===== src/rtl/display_scan_if.sv =====
// Panel data bus between content producers and the display scanner.
// Producers drive the pixel/digit buses; the scanner drives the board-pin outputs.
interface display_scan_if;
    logic [127:0] matrixData;
    logic [31:0]  numbersData;
    logic [6:0]   seg;
    logic [7:0]   dig_sel;
    logic [7:0]   row_sel;
    logic [7:0]   col_r;
    logic [7:0]   col_g;
    logic         frame_sync;

    modport master (
        output matrixData, numbersData,
        input  seg, dig_sel, row_sel, col_r, col_g, frame_sync
    );

    modport slave (
        input  matrixData, numbersData,
        output seg, dig_sel, row_sel, col_r, col_g, frame_sync
    );
endinterface


===== src/rtl/display_scan.sv =====
// Time-multiplexed scanner for the 8-digit 7-segment display and 8x8 bicolour matrix.
// Both displays share one slot counter; inputs are snapshotted once per frame.
module display_scan #(
    parameter int SCAN_DIV = 50000,
    parameter int BLANK    = 4
) (
    input  logic          clk,
    input  logic          rst,
    display_scan_if.slave bus
);
    localparam int CNT_W = (SCAN_DIV > 1) ? $clog2(SCAN_DIV) : 1;
    localparam logic [CNT_W-1:0] CNT_LAST  = CNT_W'(SCAN_DIV - 1);
    localparam logic [CNT_W-1:0] CNT_BLANK = CNT_W'(BLANK);

    logic [CNT_W-1:0] cnt, cnt_next;
    logic [2:0]       slot, slot_next;
    logic [31:0]      num_snap;
    logic [127:0]     mat_snap;
    logic             slot_end, frame_end;

    logic [6:0]  seg_q, seg_d;
    logic [7:0]  dig_q, dig_d;
    logic [7:0]  row_q, row_d;
    logic [7:0]  r_q, r_d;
    logic [7:0]  g_q, g_d;
    logic        fs_q;
    logic [15:0] row_bits;
    logic [3:0]  nibble;

    function automatic logic [6:0] seg_decode(input logic [3:0] n);
        logic [6:0] s;
        case (n)
            4'h0: s = 7'h40;
            4'h1: s = 7'h79;
            4'h2: s = 7'h24;
            4'h3: s = 7'h30;
            4'h4: s = 7'h19;
            4'h5: s = 7'h12;
            4'h6: s = 7'h02;
            4'h7: s = 7'h78;
            4'h8: s = 7'h00;
            4'h9: s = 7'h10;
            4'hA: s = 7'h08;
            4'hB: s = 7'h03;
            4'hC: s = 7'h46;
            4'hD: s = 7'h21;
            4'hE: s = 7'h06;
            default: s = 7'h7F;
        endcase
        return s;
    endfunction

    // Outputs are computed from the counter values the next cycle will hold, so the
    // registered drive lines up with cnt/slot and the blank window is honoured at every wrap.
    always_comb begin
        slot_end  = (cnt == CNT_LAST);
        frame_end = slot_end && (slot == 3'd7);
        cnt_next  = slot_end ? '0 : cnt + 1'b1;
        slot_next = slot_end ? slot + 3'd1 : slot;
        row_bits  = mat_snap[{slot_next, 4'b0000} +: 16];
        nibble    = num_snap[{slot_next, 2'b00} +: 4];

        seg_d = 7'h7F;
        dig_d = 8'hFF;
        row_d = 8'hFF;
        r_d   = 8'h00;
        g_d   = 8'h00;
        if (cnt_next >= CNT_BLANK) begin
            seg_d = seg_decode(nibble);
            dig_d = ~(8'd1 << slot_next);
            row_d = ~(8'd1 << slot_next);
            for (int c = 0; c < 8; c++) begin
                r_d[c] = row_bits[2*c+1];
                g_d[c] = row_bits[2*c];
            end
        end
    end

    always_ff @(posedge clk) begin
        if (rst) begin
            cnt      <= '0;
            slot     <= 3'd0;
            num_snap <= 32'hFFFF_FFFF;
            mat_snap <= '0;
            seg_q    <= 7'h7F;
            dig_q    <= 8'hFF;
            row_q    <= 8'hFF;
            r_q      <= 8'h00;
            g_q      <= 8'h00;
            fs_q     <= 1'b0;
        end else begin
            cnt   <= cnt_next;
            slot  <= slot_next;
            seg_q <= seg_d;
            dig_q <= dig_d;
            row_q <= row_d;
            r_q   <= r_d;
            g_q   <= g_d;
            fs_q  <= frame_end;
            if (frame_end) begin
                num_snap <= bus.numbersData;
                mat_snap <= bus.matrixData;
            end
        end
    end

    assign bus.seg        = seg_q;
    assign bus.dig_sel    = dig_q;
    assign bus.row_sel    = row_q;
    assign bus.col_r      = r_q;
    assign bus.col_g      = g_q;
    assign bus.frame_sync = fs_q;
endmodule


===== src/flat_wrapper.sv =====
// flat-port wrapper written by rule: the top's interface ports become plain ports
module display_scan_flat 
#(
    parameter int SCAN_DIV = 50000,
    parameter int BLANK    = 4
)
  (clk, rst, bus_matrixData, bus_numbersData, bus_seg, bus_dig_sel, bus_row_sel, bus_col_r, bus_col_g, bus_frame_sync);
  display_scan_if bus_i ();
  input  logic clk;
  input  logic rst;
  input wire logic [$bits(bus_i.matrixData)-1:0] bus_matrixData;
  input wire logic [$bits(bus_i.numbersData)-1:0] bus_numbersData;
  output wire logic [$bits(bus_i.seg)-1:0] bus_seg;
  output wire logic [$bits(bus_i.dig_sel)-1:0] bus_dig_sel;
  output wire logic [$bits(bus_i.row_sel)-1:0] bus_row_sel;
  output wire logic [$bits(bus_i.col_r)-1:0] bus_col_r;
  output wire logic [$bits(bus_i.col_g)-1:0] bus_col_g;
  output wire logic [$bits(bus_i.frame_sync)-1:0] bus_frame_sync;
  assign bus_i.matrixData = bus_matrixData;
  assign bus_i.numbersData = bus_numbersData;
  assign bus_seg = bus_i.seg;
  assign bus_dig_sel = bus_i.dig_sel;
  assign bus_row_sel = bus_i.row_sel;
  assign bus_col_r = bus_i.col_r;
  assign bus_col_g = bus_i.col_g;
  assign bus_frame_sync = bus_i.frame_sync;
  display_scan #(.SCAN_DIV(SCAN_DIV), .BLANK(BLANK)) u_core (.clk(clk), .rst(rst), .bus(bus_i));
endmodule

===== config.mk =====
export PLATFORM = sky130hd
export DESIGN_NAME = display_scan_flat
export DESIGN_NICKNAME = d
export VERILOG_FILES = /design/src/rtl/display_scan_if.sv /design/src/rtl/display_scan.sv /design/src/flat_wrapper.sv
export SDC_FILE = /design/constraint.sdc
export NUM_CORES = 1
export LEC_CHECK = 0
export CORE_ASPECT_RATIO = 0.75
export CORE_MARGIN = 4
export CORE_UTILIZATION = 35
export DETAILED_ROUTE_END_ITERATION = 12
export GPL_TIMING_DRIVEN = 0
export SLEW_MARGIN = 20
export SYNTH_ARGS = -nofsm -noshare
export SYNTH_HDL_FRONTEND = slang
export SYNTH_SLANG_ARGS = --single-unit

===== constraint.sdc =====
create_clock -name clk -period 4.15 [get_ports clk]
set_clock_uncertainty 0.1 [all_clocks]
set_input_delay 0.83 -clock clk [delete_from_list [all_inputs] [get_ports clk]]
set_output_delay 0.83 -clock clk [all_outputs]
set_load 0.05 [all_outputs]

# Word-level counts from Yosys, hierarchy flattened
# Memories as Yosys holds them, arrays and structs flattened. A register that Yosys moved wholly into a read port is not among the register bits.
# Index checks and enable logic that the tools add are counted.
# word_totals
regBits	204
latchBits	0
mem_bits_rw	0
mem_bits_ro	112
input_bits	162
out_inout_bits	40
wordCells	23
n_memories	1
# mem_list
memory	words	width	rd	rd_clocked_by_memory_dff	write_ports	line_no	source
(name not given)	16	7	1	1	0	display_scan.sv:32	case (n)
# op_classes
n_addsub	2
n_mul	0
div	0
n_lt_le_gt_ge	1
eq_ne	2
n_shift	3
n_mux	2
n_bitwise	2
reduce_logical	2
# ops
operator	n
128-bit by 8-bit indexed part select with 16-bit output	1
32-bit by 6-bit indexed part select with 4-bit output	1
16-bit by 1-bit adder with 16-bit output, second input constant	1
16-bit == test, second input constant	1
16-bit by 3-bit >= comparator with 1-bit output, second input constant	1
16-bit 2-to-1 mux	1
8-bit NOT	1
1-bit by 3-bit left shift with 8-bit output, first input constant	1
3-bit by 1-bit adder with 3-bit output, second input constant	1
3-bit == test, second input constant	1
3-bit 2-to-1 mux	1
2-bit OR reduction	1
1-bit logical AND	1
1-bit NOT	1

# Depth between registers and ports, before layout
# Gate-level depths: netlist of run 1.
# depth
depth_word	5
ltp_mapped	16

# Worst setup path after synthesis of run 1
# Ideal clock, no wire load.
# synth_timing
kind	reg2reg
from	register u_core.cnt[0]
to	register u_core.seg_q[4], in the netlist u_core.bus.seg[4]
arrival_ns	3.192
slack_ns	0.797
stages_incl_launch_ff	15
synth_period_minus_slack_ns	3.353
path_cell_list	dfxtp_1 > ha_1 > and3_1 > buf_6 > and4_4 > buf_6 > buf_12 > mux2_4 > buf_6 > mux2i_1 > a222oi_1 > ha_1 > inv_1 > mux4_2 > nand2_1
# synth_between
elab_chain_cells	5
# synth_lines
item	line_no	source
from (decl)	display_scan.sv:15	logic [CNT_W-1:0] cnt, cnt_next;
from (signal assigned)	display_scan.sv:92	cnt <= cnt_next;
16-bit by 1-bit adder with 16-bit output or 16-bit == test (tied branches)	display_scan.sv:58, display_scan.sv:56	
16-bit 2-to-1 mux	display_scan.sv:58	cnt_next = slot_end ? '0 : cnt + 1'b1;
16-bit by 3-bit >= comparator with 1-bit output	display_scan.sv:68	if (cnt_next >= CNT_BLANK) begin
1-bit NOT (no line)	--	
2-bit OR reduction (no line)	--	
to (decl)	display_scan.sv:21	logic [6:0] seg_q, seg_d;
# Parallel ways exist; a longest one is shown, timed or not.
# A chain may end at the register's enable or synchronous reset.

# Worst setup path in the final report of run 1
# Same ends and word-level chain as after synthesis.

==> key figures, run 1 <==
Timing
  – Fin Setup TNS: 0 ps
  – Hold Fails Final Rpt: 0
  – FMAX: ~0.27 GHz
  – Period utilisation layout: around 90%
  – Clock period minus worst slack: 3750 ps
  – Final Max Slew Viols: 0
  – Worst relative slew slack: between 20% and 30%
  – Endpoints failing setup: 0
  – RSZ-0062 raised after global routing: false
  – Worst-Margin Slew: 1080 ps

Clock network
  – Clock slew at reported path FFs: about 60 ps
  – CTS max path bufs: 3
  – Skew-Pair Late Insertion Delay: ~500 ps
  – Total CTS buffers: 21
  – CTS tree: yes
  – Clock sink total: 211
  – Hold Buf Count CTS: 0
  – Postcts setup bufs: 1
  – CTS root buffer: clkbuf_16
  – Cts repair resizes: 0
  – H-tree depth: 1

Min path
  – Worst hold path type: reg -> reg
  – Worst hold path stage count: 1

Final layout
  – # diodes: 0
  – Share of cells above drive strength 1: 5.30%
  – Fillers: approximately 2500
  – Nets: 1480
  – Fin area: between 0.01 and 0.015 mm2
  – Area growth syn-to-layout: 34.6%

Synth
  – Async S/R FF share, synth: 0%
  – Post-synth EDFFs: 0
  – Post-Syn Nets: about 1300
  – Synth top cells by count: nand2_1, dfxtp_1, a21oi_1, clkbuf_1, nor2_1
  – Area contributors post-synth: dfxtp_1, nand2_1, a21oi_1, mux2i_1, a221oi_1
  – Area leader, netlist: dfxtp_1
  – Mapped Cells: roughly 1100
  – Count leader, synth: nand2_1
  – Synthesized flop and latch total: approximately 210
  – Top FF cell, synth: dfxtp_1
  – Mapped Avg Cell Area: 8.30 um2
  – Post-Syn Area: 0.00900 mm2
  – Area share of the largest cell type after synthesis: approximately 47%
  – Count of different cell masters after synthesis: 62
  – Yosys synthesis warning count: 0
  – Sequential fraction of the synthesis area: 46.9%

Critical path
  – Crit Path Class: reg -> reg
  – Depth of the worst register-to-register path: 14
  – CP max stage delay: 650 ps
  – Slowest stage cell on the critical path: mux2i_2
  – Critical-path cell list: ha_1, and3_1, buf_6, and4_4, buf_6, mux2i_2, a21oi_1, a22oi_2, o221ai_2, inv_1, ha_1, inv_1, mux4_2, nand2_1
  – Worst Setup End Kind: flip-flop
  – Crit path required time: 4480 ps
  – Type of origin of the critical path: flip-flop
  – Critical Path Fanout Max: 10
  – Arrival @ worst endpoint: just over 4000 ps

Place
  – Buffers on Ports: 200
  – Final HPWL DP: roughly 23000 um
  – Gpl congestion: about 0.89
  – Placed Instance Area: around 0.011 mm2

Floorplanning
  – Die Wd: ~190 um
  – Num ports: 202
  – DIE HEIGHT: approximately 150 um
  – Core Box Area: ~0.025 mm2
  – Num rows: 50
  – Starting density of the core: between 30% and 40%
  – Die area: approximately 0.028 mm2

GRT
  – Total track usage: 20.7%
  – First-pass GRT wire length: between 40000 and 50000 um
  – Antenna violations before repair: 0
  – Number of global-route vias before repair: 7975
  – Pin count of the biggest net entering global routing: 15
  – Grt total ovfl: 0

Drt
  – Drt total wl: slightly above 30000 um
  – Final routed DRC violation total: 0
  – Average wire per standard cell: roughly 18 um
  – Iteration-0 DRC count of the detailed router: 587
  – Detailed Routing Iterations Pass 1: 5
  – Antenna-violating nets left: 0
  – Post-DR vias/cell: 4.98
  – Vias: 8254

Power and ir drop
  – Lkg Pwr: roughly 0.0044 uW
  – Sequential power share: between 40% and 50%
  – Internal power: about 3300 uW
  – Sw frac: 21.1%
  – Clock network fraction of total power: a little under half
  – Pwr Density: around 350 mW/mm2
  – Maximum vdd drop: around 0.26 mV
  – Combinational share of power: approximately 6.0%
  – Switching Power: between 800 and 900 uW

Job
  – Max cap viols: 0

Status
  – Status: complete, no violations
per-layer routing:
layer,GRT usage [%],vias up,routed length [um]
met3,4.18,41,2350
met5,0,-,0
met4,4.74,0,639
met2,28.9,275,12200
li1,-,4139,-
met1,32.6,3799,15400
cell type report:
type,instances,area [um2],share of cell area [%]
Multi-Input combinational cell,771,4290,35.4
Clock inverter,5,77.6,0.640
Sequential cell,211,4220,34.9
Clock buffer,29,606,5.00
Buffer,93,449,3.71
Timing Repair Buffer,201,2010,16.6
Inverter,10,37.5,0.310
Tap cell,338,423,3.49
cells in the final DEF, fill, tap and decap left out, drive strengths merged, types with 4 or more instances in the layout:
cell           synthesis  routed
a211o                  6       6
a21oi                133     133
a221oi                33      33
and2                   7       7
and3                   9       9
buf                   25      26
clkbuf                68      97
clkdlybuf4s50          0     200
dfxtp                211     211
ha                     9       9
inv                   10      10
mux2                   6       6
mux2i                 44      44
nand2                336     336
nand2b                 4       4
nand3                  7       7
nand3b                29      29
nand4                  6       6
nor2                  45      45
nor4b                  4       4
o211ai                 4       4
o21a                  17      17
o21ai                  4       4
o221ai                 4       4
o22ai                 18      18
xnor2                  9       9
xor2                   7       7
per-stage QoR:
step | total power [uW] | hold slack [ps] | setup slack, ps | instances | util (%)
after floorplan | 2130 | 314 | 797 | 1085 | -
after global placement | 2330 | 324 | 57.0 | 1623 | 45.4
after detailed placement | 2330 | 343 | 19.1 | 1623 | 45.4
after CTS | 4240 | 351 | 381 | 1658 | 48.2
after global routing | 4340 | 369 | 116 | 1658 | 48.2
final | 4210 | 348 | 397 | 1658 | 48.2
worst paths after layout:
kind                       endpoint          start  slack, ps
setup / recovery  u_core.bus.seg[4]  u_core.cnt[0]        400
hold / removal        u_core.cnt[0]  u_core.cnt[0]        350
setup reg to reg  u_core.bus.seg[4]  u_core.cnt[0]        400
hold reg to reg       u_core.cnt[0]  u_core.cnt[0]        350
sequential cells by signal, indices dropped and copies added (netlist names):
register               cells
u_core.bus.seg             7
u_core.num_snap           32
u_core.cnt                16
u_core.slot                3
u_core.mat_snap          128
u_core.bus.col_r           8
u_core.bus.dig_sel         8
u_core.bus.frame_sync      1
u_core.bus.col_g           8
kinds of logic after synthesis:
logic type      share of synthesized area, %
compound gates                          16.2
xor+xnor                                1.56
buf+inv                                 5.41
fa+ha+maj                               1.25
mux                                     6.31
simple gates                            22.4
flops                                   46.9
power by group through the flow:
| stage | Sequential (uW) | Clock [uW] | Combinational (uW) |
|---|---|---|---|
| 4_1_cts | 2030 | 1960 | 251 |
| 6_report | 2030 | 1930 | 251 |
| 5_1_grt | 2030 | 2040 | 264 |
| 3_5_place_dp | 2080 | 0 | 249 |
| 2_1_floorplan | 2080 | 0 | 51.6 |
| 3_3_place_gp | 2080 | 0 | 249 |
critical path: cells and delay by family (launching register included):
| kind | cells | cell delay, ps |
|---|---|---|
| buffers and inverters | 4 | 530 |
| adders and majority gates | 2 | 450 |
| muxes | 2 | 1110 |
| AOI/OAI and AO/OA | 3 | 680 |
| DFF | 1 | 350 |
| and+or+nand+nor | 3 | 470 |
No activity file was read; power rests on OpenSTA's default activity.
==> run 2, diff against run 1 <==
--- a/config.mk
+++ b/config.mk
@@ -5,11 +5,13 @@
 export SDC_FILE = /design/constraint.sdc
 export NUM_CORES = 1
 export LEC_CHECK = 0
+export CAP_MARGIN = 20
 export CORE_ASPECT_RATIO = 0.75
 export CORE_MARGIN = 4
 export CORE_UTILIZATION = 35
 export DETAILED_ROUTE_END_ITERATION = 12
 export GPL_TIMING_DRIVEN = 0
+export SKIP_LAST_GASP = 1
 export SLEW_MARGIN = 20
 export SYNTH_ARGS = -nofsm -noshare
 export SYNTH_HDL_FRONTEND = slang
==> constraint.sdc (replaced) <==
create_clock -name clk -period 4.3 [get_ports clk]
set_clock_uncertainty 0.1 [all_clocks]
set_input_delay 0.86 -clock clk [delete_from_list [all_inputs] [get_ports clk]]
set_output_delay 0.86 -clock clk [all_outputs]
set_load 0.05 [all_outputs]
==> run 2 against run 1 <==
Combinational power fell by 4%. Setup slack improved by 130 ps. Register-to-register slack improved by 130 ps. Final cell count did not move. Critical path type unchanged. Routed wire length fell by 0.23%. Critical endpoint unchanged. Via count rose by 0.82%. Total power fell by 3.5%. Highest routed layer unchanged. Non-clock buffer count did not move.
==> key figures, run 2 (same netlist as run 1, synthesis figures left out) <==
Clock network
  – Postcts setup bufs: 0 (was 1)
  – Cts repair resizes: 0 (unchanged)
  – H-tree depth: 1 (unchanged)
  – CTS tree: yes (unchanged)
  – CTS max path bufs: 3 (unchanged)
  – Total CTS buffers: 21 (unchanged)
  – Hold Buf Count CTS: 0 (unchanged)
  – Skew-Pair Late Insertion Delay: 500 ps (about the same)
  – Clock slew at reported path FFs: 60 ps (about the same)
  – Clock sink total: 211 (unchanged)
  – CTS root buffer: clkbuf_16 (unchanged)

Status
  – Status: complete, no violations (unchanged)

Min path
  – Worst hold path type: reg -> reg (unchanged)
  – Min-delay src: u_core.cnt[0] (unchanged)
  – Hold Path Sink: u_core.cnt[0] (unchanged)
  – Worst hold path stage count: 1 (unchanged)

Final layout
  – Fillers: 2477 (was 2476)
  – Leading cell type in the layout, fill and taps excluded: nand2_1 (unchanged)
  – Final design utilization: 48.2% (unchanged)
  – Area growth syn-to-layout: 34.6% (unchanged)
  – Max FFs per register: 128 (unchanged)
  – Share of cells above drive strength 1: 5.30% (unchanged)
  – # diodes: 0 (unchanged)
  – Nets: 1480 (unchanged)
  – Largest regs: u_core.mat_snap x128, u_core.num_snap x32, u_core.cnt x16 (unchanged)
  – Biggest register: u_core.mat_snap (unchanged)
  – Commonest cells after routing, fill and taps aside: nand2_1, dfxtp_1, clkdlybuf4s50_1 (unchanged)

Floorplanning
  – Die area: 0.0284 mm2 (unchanged)
  – Die Wd: 193 um (unchanged)
  – DIE HEIGHT: 147 um (unchanged)
  – Num ports: 202 (unchanged)
  – Core Box Area: 0.0251 mm2 (unchanged)
  – Num rows: 50 (unchanged)
  – Starting density of the core: 35.8% (unchanged)

Critical path
  – Crit path from: u_core.cnt[0] (unchanged)
  – Worst Setup End Kind: flip-flop (unchanged)
  – Depth of the worst register-to-register path: 14 (unchanged)
  – Arrival @ worst endpoint: 4110 ps (was 4090 ps)
  – Critical Path Fanout Max: 10 (unchanged)
  – RR Endpoint: u_core.bus.seg[4] (unchanged)
  – Worst R2R Start: u_core.cnt[0] (unchanged)
  – Crit Path Class: reg -> reg (unchanged)
  – Type of origin of the critical path: flip-flop (unchanged)
  – Crit path required time: 4630 ps (was 4480 ps)
  – Reg2Reg Setup Slack: 520 ps (was 400 ps)

Job
  – Max cap viols: 0 (unchanged)

Power and ir drop
  – Maximum vdd drop: 0.251 mV (was 0.260 mV)
  – Pwr Density: 335 mW/mm2 (was 347 mW/mm2)
  – Lkg Pwr: 0.00440 uW (about the same)

Drt
  – Detailed Routing Iterations Pass 1: 6 (was 5)
  – Vias: 8322 (was 8254)
  – Antenna-violating nets left: 0 (unchanged)
  – Average wire per standard cell: 18.4 um (about the same)
  – Iteration-0 DRC count of the detailed router: 631 (was 587)
  – Post-DR vias/cell: 5.02 (was 4.98)
  – Final routed DRC violation total: 0 (unchanged)
  – Drt total wl: 30500 um (was 30600 um)

Timing
  – Clock period minus worst slack: 3780 ps (was 3750 ps)
  – Endpoints failing setup: 0 (unchanged)
  – Fin Setup TNS: 0 ps (unchanged)
  – Worst-Margin Slew: 1030 ps (was 1080 ps)
  – Hold Fails Final Rpt: 0 (unchanged)
  – Final worst slack: 522 ps (was 397 ps)
  – Worst relative slew slack: 31.6% (was 28.3%)
  – RSZ-0062 raised after global routing: false (unchanged)
  – Final Max Slew Viols: 0 (unchanged)
  – FMAX: 0.265 GHz (was 0.266 GHz)
  – Period utilisation layout: 87.9% (was 90.4%)

GRT
  – Antenna violations before repair: 0 (unchanged)
  – Total track usage: 20.7% (about the same)
  – Number of global-route vias before repair: 7969 (was 7975)
  – First-pass GRT wire length: 46100 um (about the same)
  – Pin count of the biggest net entering global routing: 15 (unchanged)
  – Grt total ovfl: 0 (unchanged)

Place
  – Gpl congestion: 0.886 (unchanged)
  – Buffers on Ports: 200 (unchanged)
  – Final HPWL DP: 23400 um (unchanged)
  – Pre-CTS setup slack: 169 ps (was 19.1 ps)
-- run 2: cell count changes in the layout (fill, tap and decap cells not counted), sizes merged --
cell and delta:
buf -1, clkbuf +1
-- run 2: worst max-delay path, cell delays in order (launching register included) --
cell and delay [ps]:
dfxtp_1 350, ha_1 240, and3_1 190, buf_6 130, and4_4 210, buf_6 130
mux2i_2 670, a21oi_1 210, a22oi_2 210, o221ai_2 260, inv_1 180, ha_1 210
inv_1 80, mux4_2 460, nand2_1 70
-- run 2: power by group --
part           internal (uW)  switching, uW
clock network           1100            761
registers               1960           2.59
logic                    148           92.9
-- run 2: worst max-delay path by stage --
stage	slack (ps)	end
floorplan	950	u_core.bus.seg[4]
global placement	210	u_core.bus.seg[3]
detailed placement	170	u_core.bus.seg[3]
CTS	130	u_core.bus.seg[3]
global route	270	u_core.bus.seg[4]
finish	520	u_core.bus.seg[4]
-- run 2: area by class of cell --
type / count / area, um2 / area share, %
buffer: 93 / 449 / 3.71
clock buffer: 29 / 606 / 5.00
multi-input combinational: 771 / 4290 / 35.4
inverter: 10 / 37.5 / 0.310
tap: 338 / 423 / 3.49
sequential: 211 / 4220 / 34.9
timing repair buffer: 201 / 2010 / 16.6
clock inverter: 5 / 77.6 / 0.640
-- run 2: layer usage --
layer	wire length (um)	global-route usage (%)	part of all wire (%)	vias up
met3	2490	3.87	8.2	41
met5	0	0	0	-
met1	15300	32.8	50	3827
li1	-	-	-	4139
met4	652	4.78	2.1	0
met2	12100	28.9	40	315
-- run 2: through the flow --
stage	cells	hold WS, ps	area, um2	power (uW)
after CTS	1657	351	12100	4090
after global routing	1658	369	12100	4180
after global placement	1623	324	11400	2240
after detailed placement	1623	343	11400	2240
after floorplan	1085	314	9000	2060
final	1658	348	12100	4060
